File: config.mk
export PLATFORM = sky130hd
export DESIGN_NAME = bandpass_decim
export DESIGN_NICKNAME = d
export VERILOG_FILES = /design/src/rtl/bandpass_decim_pkg.sv /design/src/rtl/bandpass_decim_delay.sv /design/src/rtl/bandpass_decim.sv
export SDC_FILE = /design/constraint.sdc
export NUM_CORES = 1
export LEC_CHECK = 0
export CAP_MARGIN = 20
export CORE_MARGIN = 4
export CORE_UTILIZATION = 45
export DETAILED_ROUTE_END_ITERATION = 10
export SYNTH_ARGS = -nofsm -noshare
export SYNTH_HDL_FRONTEND = slang
export SYNTH_HIERARCHICAL = 1
export SYNTH_SLANG_ARGS = --single-unit
File: constraint.sdc
create_clock -name clk -period 4.35 [get_ports clk]
set_clock_uncertainty 0.05 [all_clocks]
set_input_delay 0.87 -clock clk [delete_from_list [all_inputs] [get_ports clk]]
set_output_delay 0.87 -clock clk [all_outputs]
set_load 0.02 [all_outputs]
File: src/rtl/bandpass_decim_pkg.sv
// bandpass_pkg: shared types, default constants and the output saturator
// for the bandpass decimator.
//   sample_t   - signed sample at the default width
//   acc_t      - signed comb accumulator, two guard bits wider than a sample
//   saturate() - clamps a signed value to a w-bit two's complement range and
//                reports whether it clipped
package bandpass_pkg;

  localparam int W_DEF = 8;
  localparam int D_DEF = 6;
  localparam int M_DEF = 2;

  typedef logic signed [W_DEF-1:0] sample_t;
  typedef logic signed [W_DEF+1:0] acc_t;

  // w is always a elaboration-time constant at the call site, so the bounds
  // reduce to constants. Callers size-cast the result down to w bits.
  function automatic logic signed [31:0] saturate(input logic signed [31:0] v,
                                                  input int w,
                                                  output logic clip);
    logic signed [31:0] hi, lo;
    hi = (32'sd1 <<< (w-1)) - 32'sd1;
    lo = -(32'sd1 <<< (w-1));
    clip     = 1'b0;
    saturate = v;
    if (v > hi) begin
      saturate = hi;
      clip     = 1'b1;
    end else if (v < lo) begin
      saturate = lo;
      clip     = 1'b1;
    end
  endfunction

endpackage

File: src/rtl/bandpass_decim_delay.sv
// sample_delay_line: 2*D-deep sample shift register, advanced by en.
//   clk, reset   - clock, synchronous active-high clear
//   en           - shift x_i in (one accepted sample)
//   x_i          - newest sample
//   tap_d_o      - sample accepted D shifts ago
//   tap_2d_o     - sample accepted 2*D shifts ago
module sample_delay_line #(
  parameter int W = 8,
  parameter int D = 6
) (
  input  logic         clk,
  input  logic         reset,
  input  logic         en,
  input  logic [W-1:0] x_i,
  output logic [W-1:0] tap_d_o,
  output logic [W-1:0] tap_2d_o
);

  // sr_q[k] holds the (k+1)-th previously accepted sample.
  logic [2*D-1:0][W-1:0] sr_q;

  always_ff @(posedge clk) begin
    if (reset)   sr_q <= '0;
    else if (en) sr_q <= {sr_q[2*D-2:0], x_i};
  end

  assign tap_d_o  = sr_q[D-1];
  assign tap_2d_o = sr_q[2*D-1];

endmodule

File: src/rtl/bandpass_decim.sv
// bandpass_decim: comb bandpass H(z) = 1 - 2z^-D + z^-2D on an accepted
// sample stream, decimated by M, saturated to W bits, valid/ready output.
//   clk, reset            - clock, synchronous active-high reset
//   in_valid/in_ready     - input handshake, data_in signed sample
//   out_valid/out_ready   - output handshake, data_out signed sample
//   sat_flag              - sticky, set when a captured output clipped
// Optional: define BANDPASS_DECIM_SCALE_EN to divide the comb sum by 4
// (round half up) before saturation.
module bandpass_decim
  import bandpass_pkg::*;
#(
  parameter int W = W_DEF,
  parameter int D = D_DEF,
  parameter int M = M_DEF
) (
  input  logic         clk,
  input  logic         reset,
  input  logic         in_valid,
  output logic         in_ready,
  input  logic [W-1:0] data_in,
  output logic         out_valid,
  input  logic         out_ready,
  output logic [W-1:0] data_out,
  output logic         sat_flag
);

  localparam int PW = (M > 1) ? $clog2(M) : 1;
  localparam logic [PW-1:0] PH_LAST = PW'(M-1);

  logic              acc;
  logic              cap;
  logic [PW-1:0]     phase_q, phase_d;
  logic              out_valid_q, out_valid_d;
  logic [W-1:0]      data_q, data_d;
  logic              sat_q, sat_d;
  logic [W-1:0]      tap_d, tap_2d;
  logic signed [W+1:0] acc_sum;
  logic signed [W+2:0] pre_sat;
  logic [W-1:0]      sat_val;
  logic              clip;

  sample_delay_line #(.W(W), .D(D)) u_dly (
    .clk      (clk),
    .reset    (reset),
    .en       (acc),
    .x_i      (data_in),
    .tap_d_o  (tap_d),
    .tap_2d_o (tap_2d)
  );

  // Only the decimated phase can be blocked by a held, unconsumed output.
  assign in_ready = (phase_q != '0) || !out_valid_q || out_ready;
  assign acc      = in_valid && in_ready;
  assign cap      = acc && (phase_q == '0);

  // |x - 2x[n-D] + x[n-2D]| <= 4*2^(W-1) - 2, fits in W+2 bits.
  assign acc_sum = $signed({{2{data_in[W-1]}}, data_in})
                 - ($signed({{2{tap_d[W-1]}}, tap_d}) <<< 1)
                 + $signed({{2{tap_2d[W-1]}}, tap_2d});

`ifdef BANDPASS_DECIM_SCALE_EN
  // One extra bit so the rounding offset on the positive extreme cannot wrap.
  localparam logic signed [W+2:0] RND = (W+3)'(2);
  logic signed [W+2:0] rnd_sum;
  assign rnd_sum = $signed({acc_sum[W+1], acc_sum}) + RND;
  assign pre_sat = rnd_sum >>> 2;
`else
  assign pre_sat = $signed({acc_sum[W+1], acc_sum});
`endif

  always_comb begin
    clip    = 1'b0;
    sat_val = W'(saturate(32'(pre_sat), W, clip));
  end

  always_comb begin
    phase_d     = phase_q;
    out_valid_d = out_valid_q;
    data_d      = data_q;
    sat_d       = sat_q;
    if (acc) phase_d = (phase_q == PH_LAST) ? '0 : phase_q + PW'(1);
    // A capture wins over a drain in the same cycle; out_valid stays high.
    if (cap) begin
      data_d      = sat_val;
      out_valid_d = 1'b1;
      sat_d       = sat_q | clip;
    end else if (out_valid_q && out_ready) begin
      out_valid_d = 1'b0;
    end
  end

  always_ff @(posedge clk) begin
    if (reset) begin
      phase_q     <= '0;
      out_valid_q <= 1'b0;
      data_q      <= '0;
      sat_q       <= 1'b0;
    end else begin
      phase_q     <= phase_d;
      out_valid_q <= out_valid_d;
      data_q      <= data_d;
      sat_q       <= sat_d;
    end
  end

  assign out_valid = out_valid_q;
  assign data_out  = data_q;
  assign sat_flag  = sat_q;

endmodule
==> results.txt <==
----------------------------------------------------
[Critical path]
  Most used cell along the critical path ... sky130_fd_sc_hd__inv_1
  Data arrival time of the worst path ... between 3 and 4 ns
  Cell type of the slowest stage on the worst timing path ... sky130_fd_sc_hd__fa_1
  Required time at the endpoint of the critical path ... 4.55 ns
  Startpoint of the worst setup timing path ... data_in[7]
  Largest driver fanout on the critical path ... 7
  Critical path class ... input port to flip-flop
  Cell Chain, Critical Path ... clkdlybuf4s50_1, inv_1, fa_1, inv_1, ha_1, and3_4, nand3_4, o21ai_4, nor4_2, a311oi_4, o21ai_2, o221a_1
  Worst Setup Start Kind ... input port
  Worst stage delay on the critical path ... 0.54 ns
  Category of the worst setup path capture point ... flip-flop
  Worst reg2reg startpoint ... u_dly/tap_2d_o[7]$_SDFFE_PP0P_

[Die]
  X dimension of the die ... roughly 110 um
  IO Pins ... 23
  Initial core utilization ... 45.9%
  Die Footprint ... 0.0122 mm2
  Vertical extent of the die ... 110 um
  Core Footprint ... 0.0103 mm2
  Number of placement rows ... 37

[Synth]
  XOR/XNOR share of the synthesized area ... about 1.1%
  Multiplexer fraction of the synthesized cell area ... 20.8%
  Most area-consuming cells after synthesis ... sky130_fd_sc_hd__dfxtp_1, sky130_fd_sc_hd__mux2i_1, sky130_fd_sc_hd__nor2_1
  Cell area after technology mapping ... 0.00472 mm2
  Cell type with the largest total area after synthesis ... sky130_fd_sc_hd__dfxtp_1
  EDFF count, synth ... 0
  Mapped Nets ... approximately 500
  Mean instance size in the synthesized netlist ... 10.3 um2
  Post-synthesis cell type count ... 43
  Share of Yosys cell area claimed by the top area cell type ... 45.4%
  Top flip-flop cell by instance count after synthesis ... sky130_fd_sc_hd__dfxtp_1
  Sequential share of the synthesized area ... 45.4%
  Seq cells post-synth ... 107
  Combinational family with the most area after synthesis ... multiplexers
  Count of mapped cells out of synthesis ... 457
  Number of warning messages in the yosys log ... 6
  Simple-gate share of the synthesized area ... between 10% and 20%
  Fraction of the mapped netlist area in adder cells ... under 10%
  Ys async rst share ... 0%
  Compound-Gate Fraction of Synth Area ... 6.47%

[Timing]
  Setup repair after global routing missed its margin ... no
  Slew headroom ... 31.2%
  Final period util ... a little under nine tenths
  Post-route worst setup slack ... 0.635 ns
  Final-layout setup total negative slack ... 0 ns
  Max-slew violation count ... 0
  Worst Tran Pin Value ... 1.03 ns
  Highest Clock Rate ... 269 MHz
  Setup Viol. Count Final ... 0
  Number of hold-slack violations in the final timing report ... 0
  Minimum period implied by the final worst setup slack ... 3.71 ns

[Hold path]
  Hold path start ... data_out[7]$_SDFFE_PP0P_
  Class of the worst hold path ... flip-flop to flip-flop

[CTS]
  Later-pin clock latency in the skew report ... approximately 0.37 ns
  Max Root-Sink Buffers ... 2
  Cell at the root of the clock tree ... sky130_fd_sc_hd__clkbuf_8
  Post-CTS setup buffer count ... 0
  H-tree depth ... 3
  TritonCTS Sinks ... between 100 and 150
  Total clock buffers created by CTS ... 9
  Hold buffer count at cts ... 0
  Count of cells resized by post-cts repair ... 0
  CTS tree ... yes
  Clock transition time at the flip-flop clock pins of the worst setup and hold paths ... 0.08 ns

[Run]
  Max Cap Viol ... 0

[Route]
  Initial DRT Pass Iterations ... 4
  DRT antenna net count ... 0
  Residual DRC count ... 0
  Per-cell routed wire length ... 12.6 um
  Drt via density ... around 4.7
  Initial DRC Count ... between 100 and 150
  Wirelength, routed ... ~7500 um
  Routed vias ... 2789

[Global routing]
  Number of antenna violations at the first check in global routing ... 0
  Total global-route track usage ... a little over an eighth
  Via count of the first global-routing pass ... between 2000 and 3000
  Overflow left after global routing ... 0
  Global routing usage on met2 ... 21.1%
  Met1 demand-to-capacity share in global routing ... 18.2%
  Peak-usage layer in the global routing report ... met2
  First-pass GRT wire length ... 13000 um
  Maximum number of pins on one net before global-route repair ... 105
  Met3 global-route usage ... 2.27%

[Layout]
  Fraction of final layout cells sized beyond drive strength 1 ... 8.08%
  Most common library cell in the layout ignoring fill and taps ... sky130_fd_sc_hd__dfxtp_1
  Final Non-Filler Cells ... just under 600
  End-of-flow core utilization ... 49.0%
  Antenna fix cells ... 0
  Area grow syn2layout ... 6.71%
  Nets@finish ... 482
  Most used cells in the layout excluding fill and tap cells ... sky130_fd_sc_hd__dfxtp_1, sky130_fd_sc_hd__nor2_1, sky130_fd_sc_hd__mux2i_1, sky130_fd_sc_hd__inv_1, sky130_fd_sc_hd__clkdlybuf4s50_1

[Placed design]
  Placed wire-length estimate ... 4950 um
  Number of placed instances with taps included ... 578
  Worst slack, placed ... 0.234 ns
  Routability Congestion ... 0.760
  Buffers on Ports ... 22

[Power]
  Worst vdd ir ... 0.149 mV
  PnR Total Power ... ~1900 uW
  Power per standard cell area ... 374 mW/mm2
  Leakage Power ... 0.00216 uW

[Status]
  Status ... completed

----------------------------------------------------
registers in the layout (all words and copies together) (netlist names):
signal,flops
u_dly/sr_q,80
data_out,8
u_dly/tap_2d_o,8
u_dly/tap_d_o,8
out_valid,1
phase_q,1
sat_flag,1
cell families after synthesis:
logic type | Yosys count
simple gates | 126
flops | 107
mux | 98
buf+inv | 69
compound gates | 34
fa+ha+maj | 17
xor+xnor | 6
layer usage:
layer	wire, um	up-vias
li1	-	1490
met1	3890	1260
met2	3200	27
met3	192	12
met4	191	0
met5	0	-
path summary, 6_finish.rpt:
| check | end | slack, ns | depth (start not counted) |
|---|---|---|---|
| setup / recovery | data_out[6]$_SDFFE_PP0P_ | 0.64 | 12 |
| hold / removal | data_out[7]$_SDFFE_PP0P_ | 0.41 | 2 |
| setup reg to reg | data_out[6]$_SDFFE_PP0P_ | 1.37 | 11 |
| hold reg to reg | data_out[7]$_SDFFE_PP0P_ | 0.41 | 2 |
worst max-delay path: cells and delay by family:
kind,cells,cell delay (ns)
adder cells (fa/ha/maj),2,0.91
AO/OA/AOI/OAI,4,1.07
buffers and inverters,3,0.66
AND/OR/NAND/NOR,3,0.40
synthesized netlist by cell type (2+ instances only):
master	instances
sky130_fd_sc_hd__a21oi_1	10
sky130_fd_sc_hd__clkbuf_1	7
sky130_fd_sc_hd__xor2_1	3
sky130_fd_sc_hd__nand2b_1	4
sky130_fd_sc_hd__mux2i_1	97
sky130_fd_sc_hd__a211oi_2	2
sky130_fd_sc_hd__o221a_1	5
sky130_fd_sc_hd__ha_1	9
sky130_fd_sc_hd__buf_1	2
sky130_fd_sc_hd__buf_4	23
sky130_fd_sc_hd__nor2_1	105
sky130_fd_sc_hd__fa_1	8
sky130_fd_sc_hd__nand2_1	7
sky130_fd_sc_hd__inv_1	30
sky130_fd_sc_hd__buf_12	4
sky130_fd_sc_hd__o21ai_0	2
sky130_fd_sc_hd__xnor2_1	3
sky130_fd_sc_hd__dfxtp_1	107
sky130_fd_sc_hd__or2_2	3
sky130_fd_sc_hd__o21a_1	3
final cells by class:
class | count | area (um2)
fillers | 988 | 5240
multi-input cells | 281 | 2150
flip-flops and latches | 107 | 2140
repair buffers | 24 | 258
well taps | 136 | 170
clock buffers | 12 | 145
inverters | 30 | 115
clock inverters | 4 | 56.3
through the flow:
| step | area, um2 | hold WS (ns) |
|---|---|---|
| after CTS | 5030 | 0.413 |
| after global placement | 4830 | 0.394 |
| final | 5030 | 0.408 |
| after detailed placement | 4830 | 0.400 |
| after floorplan | 4720 | 0.410 |
| after global routing | 5030 | 0.451 |
power by group:
group / leakage, uW / internal (uW) / switching, uW
registers: 0.000866 / 1000 / 11.9
logic: 0.00119 / 115 / 143
clock network: 0.000102 / 288 / 326
(Power assumes the default switching activity.)
